File: src/rtl/sobel_stream.sv
// Streaming 3x3 Sobel edge detector: two line buffers, 3x3 window, 2-cycle pipeline.
// Magnitude is mode-selected and clamped to the pixel range.
module sobel_stream #(
  parameter int PW    = 8,
  parameter int IMG_W = 64
) (
  input  logic          clk,
  input  logic          rst,
  input  logic          in_valid,
  input  logic          in_sof,
  input  logic [PW-1:0] in_pix,
  input  logic [1:0]    mode,
  output logic          out_valid,
  output logic          out_sof,
  output logic [PW-1:0] out_pix
);

  localparam int CW = $clog2(IMG_W);
  localparam int GW = PW + 4;
  localparam logic [CW-1:0] LAST_COL = CW'(IMG_W - 1);
  localparam logic [GW-1:0] MAX_PIX  = {4'b0000, {PW{1'b1}}};

  logic [CW-1:0] r_col;
  logic [1:0]    r_row;
  logic          r_sofSent;
  logic [PW-1:0] r_lb1 [IMG_W];
  logic [PW-1:0] r_lb2 [IMG_W];
  logic [PW-1:0] r_p0, r_p1, r_p3, r_p4, r_p6, r_p7;

  logic                 r_v1, r_sof1;
  logic [1:0]           r_mode1;
  logic signed [GW-1:0] r_gx, r_gy;

  logic [CW-1:0]        w_col;
  logic [1:0]           w_row;
  logic [PW-1:0]        w_d1, w_d2;
  logic                 w_qual;
  logic signed [GW-1:0] w_gx, w_gy;
  logic [GW-1:0]        w_ax, w_ay, w_mag;
  logic [PW-1:0]        w_clamp;

  function automatic logic signed [GW-1:0] ext(input logic [PW-1:0] p);
    return $signed({4'b0000, p});
  endfunction

  // A start-of-frame beat is position (0,0) no matter where the counters were.
  always_comb begin
    w_col  = in_sof ? '0 : r_col;
    w_row  = in_sof ? 2'd0 : r_row;
    w_d1   = r_lb1[w_col];
    w_d2   = r_lb2[w_col];
    w_qual = in_valid && (w_row == 2'd2) && (w_col >= CW'(2));
  end

  // Newest window column (p2, p5, p8) comes straight from the line buffers and input.
  always_comb begin
    w_gx = (ext(w_d2) + (ext(w_d1) <<< 1) + ext(in_pix))
         - (ext(r_p0) + (ext(r_p3) <<< 1) + ext(r_p6));
    w_gy = (ext(r_p0) + (ext(r_p1) <<< 1) + ext(w_d2))
         - (ext(r_p6) + (ext(r_p7) <<< 1) + ext(in_pix));
  end

  always_comb begin
    w_ax  = r_gx[GW-1] ? -r_gx : r_gx;
    w_ay  = r_gy[GW-1] ? -r_gy : r_gy;
    w_mag = w_ax + w_ay;
    case (r_mode1)
      2'b01:   w_mag = (w_ax > w_ay) ? w_ax : w_ay;
      2'b10:   w_mag = w_ax;
      2'b11:   w_mag = w_ay;
      default: w_mag = w_ax + w_ay;
    endcase
    w_clamp = (w_mag > MAX_PIX) ? {PW{1'b1}} : w_mag[PW-1:0];
  end

  // Line buffers are deliberately unreset; row gating hides stale contents.
  always_ff @(posedge clk) begin
    if (in_valid) begin
      r_lb1[w_col] <= in_pix;
      r_lb2[w_col] <= w_d1;
    end
  end

  always_ff @(posedge clk or posedge rst) begin
    if (rst) begin
      r_col     <= '0;
      r_row     <= 2'd0;
      r_sofSent <= 1'b0;
      r_p0 <= '0; r_p1 <= '0; r_p3 <= '0;
      r_p4 <= '0; r_p6 <= '0; r_p7 <= '0;
    end else if (in_valid) begin
      if (w_col == LAST_COL) begin
        r_col <= '0;
        r_row <= (w_row == 2'd2) ? 2'd2 : w_row + 2'd1;
      end else begin
        r_col <= w_col + 1'b1;
        r_row <= w_row;
      end
      if (w_qual)
        r_sofSent <= 1'b1;
      else if (in_sof)
        r_sofSent <= 1'b0;
      r_p0 <= r_p1; r_p1 <= w_d2;
      r_p3 <= r_p4; r_p4 <= w_d1;
      r_p6 <= r_p7; r_p7 <= in_pix;
    end
  end

  always_ff @(posedge clk or posedge rst) begin
    if (rst) begin
      r_v1      <= 1'b0;
      r_sof1    <= 1'b0;
      r_mode1   <= 2'b00;
      r_gx      <= '0;
      r_gy      <= '0;
      out_valid <= 1'b0;
      out_sof   <= 1'b0;
      out_pix   <= '0;
    end else begin
      r_v1      <= w_qual;
      r_sof1    <= w_qual && !r_sofSent;
      r_mode1   <= mode;
      r_gx      <= w_gx;
      r_gy      <= w_gy;
      out_valid <= r_v1;
      out_sof   <= r_sof1;
      out_pix   <= r_v1 ? w_clamp : '0;
    end
  end

endmodule
File: config.mk
export PLATFORM = sky130hd
export DESIGN_NAME = sobel_stream
export DESIGN_NICKNAME = d
export VERILOG_FILES = /design/src/rtl/sobel_stream.sv
export SDC_FILE = /design/constraint.sdc
export NUM_CORES = 2
export LEC_CHECK = 0
export ABC_AREA = 1
export CAP_MARGIN = 5
export CORE_UTILIZATION = 37
export DETAILED_ROUTE_END_ITERATION = 6
export PLACE_DENSITY = 0.62
export SKIP_LAST_GASP = 1
export SLEW_MARGIN = 20
export SYNTH_ARGS = -nofsm -noshare
export SYNTH_HDL_FRONTEND = slang
export SYNTH_SLANG_ARGS = --single-unit
File: constraint.sdc
create_clock -name clk -period 7.5 [get_ports clk]
set_clock_uncertainty 0.1 [all_clocks]
set_input_delay 1.125 -clock clk [delete_from_list [all_inputs] [get_ports clk]]
set_output_delay 1.125 -clock clk [all_outputs]
set_load 0.02 [all_outputs]
==> results by stage <==
Power:
- The worst supply voltage drop on vdd is 0.000228 V.
- The proportion of power drawn by flip-flops and latches is 41.9%.
- The logic gate share of total power is 26.5%.
- The leakage power of the design is 19.4 nW.
- Net switching is between 30% and 40% of the power.
- Cell internal power was estimated by the tool at between 10 and 15 mW.
- The switching power summed over all nets is 5.44 mW.
- Per report_power, the clock group accounts for between 30% and 40% of the total.
- The total power after layout is 17.4 mW.
- For this design the ratio of total power to cell area is 328 nW/um^2.

Timing:
- The top achievable clock speed is 153 MHz.
- At the pin with the least slew margin, the transition time is ~1.2 ns.
- The setup slack of the critical path after layout is 0.959 ns.
- The final hold violation count came to 0.
- The tightest slew margin relative to the limit is 21.3%.
- The aggregate negative setup slack is 0 ns.
- The final count of pins violating max slew came to 0.
- Setup repair after global routing left no endpoint under its margin.
- The final critical delay including setup and external delays is roughly 6.5 ns.
- The worst path uses 87.2% of the clock period.
- The setup violation total in the final timing report is 0.

Clocking:
- The number of cells upsized or downsized after cts is 0.
- The longest clock path from root to sink contains 3 buffers.
- The CTS tree is yes.
- The clock tree root driver cell is sky130_fd_sc_hd__clkbuf_16.
- Buffers added to address setup during post-CTS repair amount to 0.
- Clock tree synthesis found a total of 1,119 sinks.
- Clock-pin slew was measured on the worst setup and hold paths at 0.06 ns.
- The total clock buffers created by CTS is between 100 and 150.
- The number of levels the H-tree was split into is 3.
- The later-pin clock latency in the skew report is roughly 0.72 ns.
- After clock tree synthesis, the flow added hold-fix buffers numbering 0.

Worst setup path:
- Of all nets on the critical path, the largest fanout is 21.
- The startpoint type of the worst setup path is an input pin.
- The worst register-to-register path has a setup slack of between 1 and 1.5 ns.
- The arrival time of data at the critical path endpoint is approximately 7 ns.
- The startpoint identified for the worst register-to-register timing path is r_col[0].
- The worst setup path is captured at a flop.
- For this design, the slowest cell found on the critical path is sky130_fd_sc_hd__nor2_4.
- Together, buffers and inverters on the worst path number 7.
- The cell family contributing the most delay on the critical path is adder cells.
- Data on the critical path is required at its endpoint by 7.99 ns.
- The number of cells on the worst reg-to-reg path is 23.
- The critical path is of the input pin to flop type.
- The endpoint of the worst-slack reg-to-reg timing path is r_gx[9].
- In this design, the stage delay of the slowest critical-path cell is 0.62 ns.

Die:
- The die height is 355 um.
- The placeable core region is 123,000 sq um.
- The horizontal die dimension is around 350 um.
- The initial core utilization is 37.3%.
- The count of standard-cell rows is 129.
- The number of ports placed on the die boundary is 24.
- The die covers 126,000 sq um.

Logic synthesis:
- The number of warnings issued by yosys is 0.
- The gate count of the mapped netlist is 3,741.
- The number of nets in the synthesized netlist is approximately 3,900.
- The number of enable flip-flop cells after synthesis is about 1,000.
- The total standard cell area after synthesis is between 40,000 and 50,000 sq um.
- Sequential elements use 72.0% of the synthesized area.
- For this run, the leading register cell type out of synthesis is sky130_fd_sc_hd__edfxtp_1.
- After synthesis the netlist holds a flip-flop and latch count of 1,119.
- The distinct cell type count after synthesis is 46.
- The average footprint of a synthesized cell is 12.3 sq um.
- The share of flip-flops with an asynchronous set or reset is 8.49%.

Layout:
- Compared with the post-synthesis result, the final layout area differs by 15.3%.
- Summing all non-filler instances in the final layout gives an area of roughly 53,000 sq um.
- The multi-input logic area is 11,500 sq um.
- The total area of sequential cells is 33,100 sq um.
- The count of non-filler cells in the finished layout is 5,667.
- The final-layout fill cell count is 11,100.
- The net count of the finished layout is around 4,100.
- The share of post-route cells with drive strength above 1 is 10.2%.

Hold path:
- The launch point of the worst hold path is r_sof1.
- The cell count of the worst hold path is 0.
- For hold timing, the worst endpoint is out_sof.
- The tightest min-delay check is of the flop to flop type.

GRT:
- The global routing usage summed across all routing layers is 20.6%.
- Entering global routing, the biggest net connects 66 pins.
- The number of antenna violations at the first check in global routing was 1.
- The final global-route overflow total is 0.
- The wire length of the first global-routing pass is around 190,000 um.
- The number of global-route vias before repair is roughly 29,000.

Detailed routing:
- The residual DRC count is 0.
- The via count is 29,800.
- For this block, the initial DRC count from the detailed router was 3,530.
- The detailed-routing iteration count for the pre-antenna-repair pass is 7.
- The via density per instance is between 5 and 6.
- The routed wire length is 131,000 um.
- The detail route stage leaves a number of antenna-violating nets equal to 0.
- After detailed routing, the average wire length per cell comes to 23.0 um.

Placement:
- Once placement finished, the instance area stood at 49,500 sq um.
- The worst setup slack after placement is 0.351 ns.
- The estimated wirelength of the detail-placed design is 80,200 um.
- The total of buffers placed on input and output ports is 23.
- The final weighted congestion of routability-driven global placement is 0.881.
- After detailed placement, the design holds a cell count of ~5,500.

Flow run:
- The count of max-cap constraint violations is 0.

Run status:
- The run finished with clean final reports.
[cell families after synthesis]
kind of cell               synth area share [%]
and+or+nand+nor                            15.5
xor gates and xnor gates                  0.514
adders and majority gates                  4.18
buffers and inverters                      3.25
AOI/OAI and AO/OA                          4.61
DFF                                        72.0
[registers in the layout, indices dropped and copies added (netlist names), 2 cells and up]
name / count
r_p1: 8
r_p3: 8
r_gx: 12
r_p0: 8
r_p6: 8
r_lb1: 512
r_lb2: 512
r_col: 6
r_gy: 12
r_mode1: 2
out_pix: 8
r_p4: 8
r_row: 2
r_p7: 8
[layout by cell type (no fill, tap or decap), types with 16 or more instances in the layout]
master and n:
sky130_fd_sc_hd__a21oi_1 44, sky130_fd_sc_hd__a22o_1 16, sky130_fd_sc_hd__buf_12 22, sky130_fd_sc_hd__buf_4 173, sky130_fd_sc_hd__clkbuf_1 31, sky130_fd_sc_hd__clkbuf_16 114, sky130_fd_sc_hd__clkinv_1 22, sky130_fd_sc_hd__clkinv_2 18
sky130_fd_sc_hd__dfrtp_1 95, sky130_fd_sc_hd__edfxtp_1 1024, sky130_fd_sc_hd__fa_1 63, sky130_fd_sc_hd__ha_1 53, sky130_fd_sc_hd__inv_1 213, sky130_fd_sc_hd__nand2_1 1162, sky130_fd_sc_hd__nand3_1 130, sky130_fd_sc_hd__nand4_1 132
sky130_fd_sc_hd__nor2_1 265, sky130_fd_sc_hd__o21ai_0 214, sky130_fd_sc_hd__o22ai_1 22, sky130_fd_sc_hd__xor2_1 23
[worst max-delay path by stage]
| stage | cells after the start | start | slack, ns | to |
|---|---|---|---|---|
| 2_1_floorplan | 31 | in_sof | 1.19 | r_gx[10] |
| 3_3_place_gp | 29 | in_sof | 0.42 | r_gx[10] |
| 3_5_place_dp | 27 | in_sof | 0.35 | r_gx[9] |
| 4_1_cts | 27 | in_sof | 1.04 | r_gx[9] |
| 5_1_grt | 29 | in_sof | 0.62 | r_gx[10] |
| 6_report | 27 | in_sof | 0.96 | r_gx[9] |
[layer usage]
metal / track usage (%) / vias up / wire length (um)
met5: 0 / - / 13
met4: 7.66 / 2 / 4500
met3: 4.14 / 210 / 12500
met2: 32.3 / 1409 / 59200
met1: 28.3 / 14800 / 54200
li1: - / 13400 / -
[cell type report]
cell class	count	share of cell area [%]
timing repair buffer	218	3.62
inverter	225	1.60
tap	1637	3.86
antenna	2	0.00943
clock inverter	59	1.08
clock buffer	150	5.72
sequential	1119	62.4
multi-input combinational	2257	21.7
[synthesized netlist by cell type, types with 5 or more instances]
master	instances	area, sq um
sky130_fd_sc_hd__nand2_1	1170	4390
sky130_fd_sc_hd__edfxtp_1	1024	30700
sky130_fd_sc_hd__nor2_1	278	1040
sky130_fd_sc_hd__inv_1	215	807
sky130_fd_sc_hd__o21ai_0	214	1070
sky130_fd_sc_hd__nand4_1	132	826
sky130_fd_sc_hd__nand3_1	130	651
sky130_fd_sc_hd__dfrtp_1	95	2380
sky130_fd_sc_hd__buf_2	73	365
sky130_fd_sc_hd__fa_1	63	1260
sky130_fd_sc_hd__clkbuf_1	55	206
sky130_fd_sc_hd__ha_1	53	663
sky130_fd_sc_hd__a21oi_1	44	220
sky130_fd_sc_hd__xor2_1	23	201
sky130_fd_sc_hd__o22ai_1	22	138
sky130_fd_sc_hd__a22o_1	16	140
sky130_fd_sc_hd__o31ai_1	15	113
sky130_fd_sc_hd__o21ai_1	13	65.1
sky130_fd_sc_hd__nor3_1	11	55.1
sky130_fd_sc_hd__o2111ai_1	11	96.3
sky130_fd_sc_hd__o211ai_1	11	82.6
sky130_fd_sc_hd__buf_4	7	52.6
sky130_fd_sc_hd__inv_2	6	22.5
sky130_fd_sc_hd__a211oi_1	5	37.5
sky130_fd_sc_hd__a22oi_1	5	37.5
[through the flow]
step / utilization [%] / hold WS [ns]
CTS: 43.0 / 0.250
detailed placement: 40.1 / 0.237
finish: 43.0 / 0.247
global route: 43.0 / 0.264
floorplan: - / 0.231
global placement: 40.1 / 0.236
[power groups by stage]
stage	Combinational [mW]	Sequential [mW]	Clock, mW
4_1_cts	4.61	7.30	5.58
5_1_grt	5.23	7.32	5.82
3_3_place_gp	4.54	7.43	0
2_1_floorplan	3.24	7.40	0
6_report	4.62	7.30	5.51
3_5_place_dp	4.59	7.43	0
Power figures use the tool's default switching activity.
